==> src/rtl/chunk_serial_adder_if.sv <==
// rtl/chunk_serial_adder_if.sv - operand/result handshake bundle for chunk_serial_adder
// Carries the optional sub bit when CHUNK_SERIAL_ADDER_SUB_EN is defined.
interface chunk_serial_adder_if #(
  parameter int WIDTH = 16
);
  logic             in_valid;
  logic             in_ready;
  logic [WIDTH-1:0] x;
  logic [WIDTH-1:0] y;
  logic             cin;
`ifdef CHUNK_SERIAL_ADDER_SUB_EN
  logic             sub;
`endif
  logic             out_valid;
  logic             out_ready;
  logic [WIDTH-1:0] s;
  logic             cout;
  logic             ovf;

`ifdef CHUNK_SERIAL_ADDER_SUB_EN
  modport master (
    output in_valid, x, y, cin, sub, out_ready,
    input  in_ready, out_valid, s, cout, ovf
  );
  modport slave (
    input  in_valid, x, y, cin, sub, out_ready,
    output in_ready, out_valid, s, cout, ovf
  );
`else
  modport master (
    output in_valid, x, y, cin, out_ready,
    input  in_ready, out_valid, s, cout, ovf
  );
  modport slave (
    input  in_valid, x, y, cin, out_ready,
    output in_ready, out_valid, s, cout, ovf
  );
`endif
endinterface

==> src/rtl/chunk_serial_adder.sv <==
// rtl/chunk_serial_adder.sv - multi-cycle adder, CHUNK bits per clock via registered carry
// Optional subtract mode enabled by CHUNK_SERIAL_ADDER_SUB_EN.
module chunk_serial_adder #(
  parameter int WIDTH = 16,
  parameter int CHUNK = 2
) (
  input logic               clk,
  input logic               rst,
  chunk_serial_adder_if.slave bus
);
  localparam int NCHUNK = WIDTH / CHUNK;
  localparam int IDXW   = (NCHUNK > 1) ? $clog2(NCHUNK) : 1;
  localparam logic [IDXW-1:0] LAST_IDX = IDXW'(NCHUNK - 1);

  typedef enum logic [1:0] {IDLE, CALC, DONE} state_t;

  state_t           state;
  logic [WIDTH-1:0] opa;
  logic [WIDTH-1:0] opb;
  logic             carry;
  logic [IDXW-1:0]  idx;
  logic [WIDTH-1:0] s_q;
  logic             cout_q;
  logic             ovf_q;
  logic             out_valid_q;

  logic [31:0]      base;
  logic [CHUNK-1:0] a_chunk;
  logic [CHUNK-1:0] b_chunk;
  logic [CHUNK:0]   chunk_sum;
  logic             ovf_next;

  assign base      = 32'(idx) * 32'(CHUNK);
  assign a_chunk   = opa[base +: CHUNK];
  assign b_chunk   = opb[base +: CHUNK];
  assign chunk_sum = {1'b0, a_chunk} + {1'b0, b_chunk} + {{CHUNK{1'b0}}, carry};
  // Carry into the chunk MSB is recovered from its sum bit: a ^ b ^ sum.
  assign ovf_next  = a_chunk[CHUNK-1] ^ b_chunk[CHUNK-1] ^ chunk_sum[CHUNK-1] ^ chunk_sum[CHUNK];

  assign bus.in_ready  = (state == IDLE);
  assign bus.out_valid = out_valid_q;
  assign bus.s         = s_q;
  assign bus.cout      = cout_q;
  assign bus.ovf       = ovf_q;

  always_ff @(posedge clk or posedge rst) begin
    if (rst) begin
      state       <= IDLE;
      opa         <= '0;
      opb         <= '0;
      carry       <= 1'b0;
      idx         <= '0;
      s_q         <= '0;
      cout_q      <= 1'b0;
      ovf_q       <= 1'b0;
      out_valid_q <= 1'b0;
    end else begin
      case (state)
        IDLE: begin
          if (bus.in_valid) begin
            opa <= bus.x;
`ifdef CHUNK_SERIAL_ADDER_SUB_EN
            opb   <= bus.sub ? ~bus.y : bus.y;
            carry <= bus.sub ? 1'b1 : bus.cin;
`else
            opb   <= bus.y;
            carry <= bus.cin;
`endif
            idx   <= '0;
            state <= CALC;
          end
        end
        CALC: begin
          s_q[base +: CHUNK] <= chunk_sum[CHUNK-1:0];
          carry              <= chunk_sum[CHUNK];
          if (idx == LAST_IDX) begin
            cout_q      <= chunk_sum[CHUNK];
            ovf_q       <= ovf_next;
            out_valid_q <= 1'b1;
            state       <= DONE;
          end else begin
            idx <= idx + 1'b1;
          end
        end
        DONE: begin
          if (bus.out_ready) begin
            out_valid_q <= 1'b0;
            state       <= IDLE;
          end
        end
        default: state <= IDLE;
      endcase
    end
  end
endmodule

==> src/flat_wrapper.sv <==
// flat-port wrapper written by rule: the top's interface ports become plain ports
module chunk_serial_adder_flat 
#(
  parameter int WIDTH = 16,
  parameter int CHUNK = 2
)
  (clk, rst, bus_in_valid, bus_x, bus_y, bus_cin, bus_out_ready, bus_in_ready, bus_out_valid, bus_s, bus_cout, bus_ovf);
  chunk_serial_adder_if #(.WIDTH(WIDTH)) bus_i ();
  input logic clk;
  input logic rst;
  input wire logic [$bits(bus_i.in_valid)-1:0] bus_in_valid;
  input wire logic [$bits(bus_i.x)-1:0] bus_x;
  input wire logic [$bits(bus_i.y)-1:0] bus_y;
  input wire logic [$bits(bus_i.cin)-1:0] bus_cin;
  input wire logic [$bits(bus_i.out_ready)-1:0] bus_out_ready;
  output wire logic [$bits(bus_i.in_ready)-1:0] bus_in_ready;
  output wire logic [$bits(bus_i.out_valid)-1:0] bus_out_valid;
  output wire logic [$bits(bus_i.s)-1:0] bus_s;
  output wire logic [$bits(bus_i.cout)-1:0] bus_cout;
  output wire logic [$bits(bus_i.ovf)-1:0] bus_ovf;
  assign bus_i.in_valid = bus_in_valid;
  assign bus_i.x = bus_x;
  assign bus_i.y = bus_y;
  assign bus_i.cin = bus_cin;
  assign bus_i.out_ready = bus_out_ready;
  assign bus_in_ready = bus_i.in_ready;
  assign bus_out_valid = bus_i.out_valid;
  assign bus_s = bus_i.s;
  assign bus_cout = bus_i.cout;
  assign bus_ovf = bus_i.ovf;
  chunk_serial_adder #(.WIDTH(WIDTH), .CHUNK(CHUNK)) u_core (.clk(clk), .rst(rst), .bus(bus_i));
endmodule
==> config.mk <==
export PLATFORM = sky130hd
export DESIGN_NAME = chunk_serial_adder_flat
export DESIGN_NICKNAME = d
export VERILOG_FILES = /design/src/rtl/chunk_serial_adder_if.sv /design/src/rtl/chunk_serial_adder.sv /design/src/flat_wrapper.sv
export SDC_FILE = /design/constraint.sdc
export NUM_CORES = 1
export LEC_CHECK = 0
export CAP_MARGIN = 20
export CELL_PAD_IN_SITES_DETAIL_PLACEMENT = 1
export CELL_PAD_IN_SITES_GLOBAL_PLACEMENT = 1
export CORE_MARGIN = 2
export CORE_UTILIZATION = 26
export CTS_CLUSTER_DIAMETER = 200
export CTS_CLUSTER_SIZE = 14
export DETAILED_ROUTE_END_ITERATION = 16
export PLACE_DENSITY_LB_ADDON = 0.1
export SETUP_SLACK_MARGIN = 0.5
export SKIP_CTS_REPAIR_TIMING = 1
export SLEW_MARGIN = 15
export SYNTH_ARGS = -nofsm -noshare
export SYNTH_HDL_FRONTEND = slang
export SYNTH_SLANG_ARGS = --single-unit
==> constraint.sdc <==
create_clock -name clk -period 3.3 [get_ports clk]
set_input_delay 0.66 -clock clk [delete_from_list [all_inputs] [get_ports clk]]
set_output_delay 0.66 -clock clk [all_outputs]
set_load 0.01 [all_outputs]
Word-level counts from Yosys, hierarchy flattened
Index checks and enable logic that the tools add are counted.

Input port bits: 37. Flip-flop bits (word level): 57. Output and inout bits: 20. Word-level logic and storage cells: 49.

Multiplexer cells: 13. Add/subtract/negate cells: 4. Reductions and logical operators: 9. Bitwise gates (word level): 3. Eq/ne operators: 7. Shifts and indexed selects: 4.

Operators with widths (number): $neg A4 Y34 (1); $shift A2 B34 Y16 const A (1); $shiftx A2 B34 Y16 (1); $shiftx A16 B5 Y2 (2); $bwmux W16 (1); $reduce_and A3 Y1 (3); $mux W2 (3); $mux W3 (2); $ne A2 B2 Y1 const B (3); $pmux W2 S3 (1); $pmux W3 S2 (1); $reduce_and A2 Y1 (3); $pmux W1 S2 (2); $reduce_bool A2 Y1 (2); $add A2 B2 Y3 (1); $add A3 B1 Y3 (1); $add A3 B1 Y3 const B (1); $eq A3 B3 Y1 const B (1); $mux W1 (3); $xor A1 B1 Y1 (3); $eq A2 B1 Y1 const B (1); $eq A2 B2 Y1 const B (1); $logic_not A2 Y1 (1); $ne A2 B1 Y1 const B (1).

Logic depth before layout (Yosys ltp)
Word-level depth: 5. Depth in mapped cells: 10. Mapped depth without buffers: 8.

Least setup slack after synthesis
No wires, ideal clock.

Path type: reg-to-reg. From: register u_core.idx[0]. To: register u_core.s_q[13] (netlist: u_core.bus.s[13]). Setup slack: 0.543 ns. Library setup time: 0.125 ns. Arrival: 2.632 ns. Required time: 3.175 ns. Cell stages (with the launch flop): 11. Clock period less this slack: 2.757 ns. Cell sequence: dfrtp_1 -> buf_4 -> buf_6 -> mux4_2 -> nand2_1 -> nand2_1 -> fa_1 -> fa_1 -> nand2b_1 -> nor2_1 -> mux2_2.

Word-level cells in the longest chain between the ends: 5.

RTL lines: start: declaration (line chunk_serial_adder.sv:21) `logic [IDXW-1:0] idx;`; start signal: assignment (line chunk_serial_adder.sv:82) `idx <= idx + 1'b1;`; $shiftx A16 B5 Y2, on equally long branches (line chunk_serial_adder.sv:34, chunk_serial_adder.sv:35); $add A2 B2 Y3 (line chunk_serial_adder.sv:36) `assign chunk_sum = {1'b0, a_chunk} + {1'b0, b_chunk} + {{CHUNK{1'b0}}, carry};`; $add A3 B1 Y3 (line chunk_serial_adder.sv:36); $shiftx A2 B34 Y16 (line chunk_serial_adder.sv:74) `s_q[base +: CHUNK] <= chunk_sum[CHUNK-1:0];`; $bwmux W16 (*) (line chunk_serial_adder.sv:74); end signal: indexed assignment (line chunk_serial_adder.sv:74); end: declaration (line chunk_serial_adder.sv:22) `logic [WIDTH-1:0] s_q;`.

Mark *: on every way between the ends. The rest lies on a longest branch, timed or not. A chain may end at the register's enable or synchronous reset.

Final worst setup path
Ends and elaborated chain as after synthesis.

==> results.yml <==
grt:
  grt_pass1_vias: 2039
  grt-ovfl-total: 0
  antenna_found_initial: 0
  grt.total_usage: 0.120
  grt_pass1_wl_mm: 10.7
  grt_max_degree: 23
cells_and_area:
  regArea_um2: 1430
  num_antenna_cells: 0
  final_cell_mix: "56 x clkdlybuf4s50_1, 55 x dfrtp_1, 30 x mux2_4"
  area_growth_pct: 36.4
  final_common_cell: "clkdlybuf4s50_1"
  layout-drive-gt1-share: 0.351
  n_fill_cell: 1169
  fin_area_um2: 4000
  layout.nets: 322
  multi_input_area_um2: 1410
synth:
  synth-seq-cells: 57
  yosysWarnings: 0
  netlist_area_um2: 2930
  syn_area_per_cell_um2: 14.4
  ys_seq_area_frac: 0.487
  async_reset_ff_frac: 1.00
  syn_nets: 251
  yosys.area.top_type: "dfrtp_1"
  synth-main-ff-cell: "dfrtp_1"
  synth_edf_count: 0
  syn_inst: 204
  synth.top_cells.by_area: "dfrtp_1 49%, mux2_4 15%, mux2_2 6.5%"
  synth.distinct_cells: 32
  synth_top_area_frac: 0.487
die:
  core_um2: 10900
  io_pins: 57
  die-height_um: 110
  initial_utilization: 0.268
  fp.dieArea_um2: 12100
  fp.dieW_um: 110
  rows: 38
sta:
  timing.hold.ws_ns: 0.490
  rsz0062_at_grt: "false"
  final_hold_viol_count: 0
  slew_viol_final: 0
  fin_crit_sh: 0.791
  fin_crit_ns: 2.61
  setup_tns_ns: 0
  setup_viol: 0
  worst_slew_pin_slew_ns: 0.511
  fin_ws_ns: 0.691
  fmaxAchievable_mhz: 383
  relSlewSlack: 0.659
  clock_skew_ns: 0.00888
power_and_ir_drop:
  max-vdd-ir-drop_mv: 0.362
  leakage_nw: 1.75
  power_frac_seq: 0.288
  swShare: 0.335
  netSwitchingPower_w: 0.00146
  p_per_area_nw_per_um2: 1090
  finalPower_w: 0.00437
  p_comb_frac: 0.501
  pwr-share-clk: 0.211
  internal_power_w: 0.00291
worst_setup_path:
  worstPathArrival_ns: 2.81
  end_kind: "flop"
  worstSetupStartpointType: "flop"
  crit_required_ns: 3.50
  path_class: "reg -> reg"
  rr_startpoint: "u_core.idx[0]"
  critical_path.max_fanout: 6
  startpoint: "u_core.idx[0]"
clocking:
  cts_tree: "yes"
  cts-root-buf: "clkbuf_16"
  cts_buffer_depth: 2
  clkLatencyLatePin_ns: 0.33
  cts_sinks: 57
  htree_num_levels: 3
  clk_pin_slew_ns: 0.05
  numCtsBuffers: 9
detailed_routing:
  drt-total-wl_mm: 6.48
  drt-pass1-iter-count: 4
  drt_iter0_markers: 62
  ant_nets: 0
  drc: 0
  vias: 1836
  wl_per_cell_um: 15.5
  via_per_inst: 4.38
place:
  hpwlAfterDp_mm: 5.01
  placed_area_um2: 3640
  port_buffers: 56
  gp_routability_congestion: 0.723
  place_ws_ns: 0.398
run_status:
  status: "finished clean"
hold_path:
  hold_path_class: "reg -> reg"
  worstHoldStart: "u_core.bus.s[0]"
run:
  drv_cap: 0
synth_stat cells, drive strengths merged, types with 4 or more instances:
library cell  number
nor3               4
a22o               5
nor4b              4
mux2              50
dfrtp             57
o21ai              4
ha                 8
nor2              10
mux4               8
nand2             20
nand2b             5
buf               10
inv                5
through the flow:
stage	utilization	cells
detailed placement	0.333	398
finish	0.366	419
global placement	0.333	398
floorplan	-	204
CTS	0.360	413
global route	0.366	419
power by group through the flow:
stage          Clock (W)  Combinational (W)  Sequential [W]
4_1_cts         0.000953            0.00208         0.00129
6_report        0.000922            0.00219         0.00126
3_5_place_dp           0            0.00207         0.00129
5_1_grt         0.000981            0.00245         0.00131
3_3_place_gp           0            0.00205         0.00129
2_1_floorplan          0            0.00152         0.00120
kinds of logic (layout without fill, tap and decap cells):
logic type | after synthesis | in the layout | synth area share
simple gates | 49 | 49 | 0.0995
mux | 58 | 58 | 0.292
compound gates | 13 | 13 | 0.0320
buf+inv | 15 | 90 | 0.0359
xor+xnor | 2 | 2 | 0.00598
flops | 57 | 57 | 0.487
fa+ha+maj | 10 | 10 | 0.0478
path summary, 6_finish.rpt:
path,slack (ns),end,cells past startpoint
worst max-delay path,0.69,u_core.bus.s[13],8
worst min-delay path,0.49,u_core.bus.s[0],1
worst max register to register,0.69,u_core.bus.s[13],8
worst min register to register,0.49,u_core.bus.s[0],1
max in group asynchronous,2.00,u_core.idx[2],3
min in group asynchronous,0.67,u_core.opb[15],2
routing by layer:
metal | track usage | vias up | wire (um)
met5 | 0 | - | 0
met2 | 0.191 | 39 | 3150
li1 | - | 865 | -
met4 | 0.0563 | 0 | 135
met1 | 0.152 | 922 | 2970
met3 | 0.0323 | 10 | 227
critical path, cell delays in order (launching register included):
cell	delay [ns]
dfrtp_2	0.44
mux4_2	0.52
nand2_1	0.08
nand2_1	0.07
fa_2	0.37
fa_2	0.51
nand2b_1	0.15
nor2_1	0.07
mux2_2	0.26
cell type report:
type | instances | area share
tap | 140 | 0.0438
timing repair buffer | 70 | 0.167
multi-input combinational | 132 | 0.353
sequential | 57 | 0.357
clock buffer | 12 | 0.0642
clock inverter | 3 | 0.0100
inverter | 5 | 0.00469
flip-flops by register name, indices dropped and copies added, names as in the netlist:
register	flops
u_core.bus.cout	1
u_core.state	2
u_core.bus.s	16
u_core.bus.out_valid	1
u_core.bus.ovf	1
u_core.opa	16
u_core.opb	16
u_core.idx	3
u_core.carry	1
(Power assumes the default switching activity.)
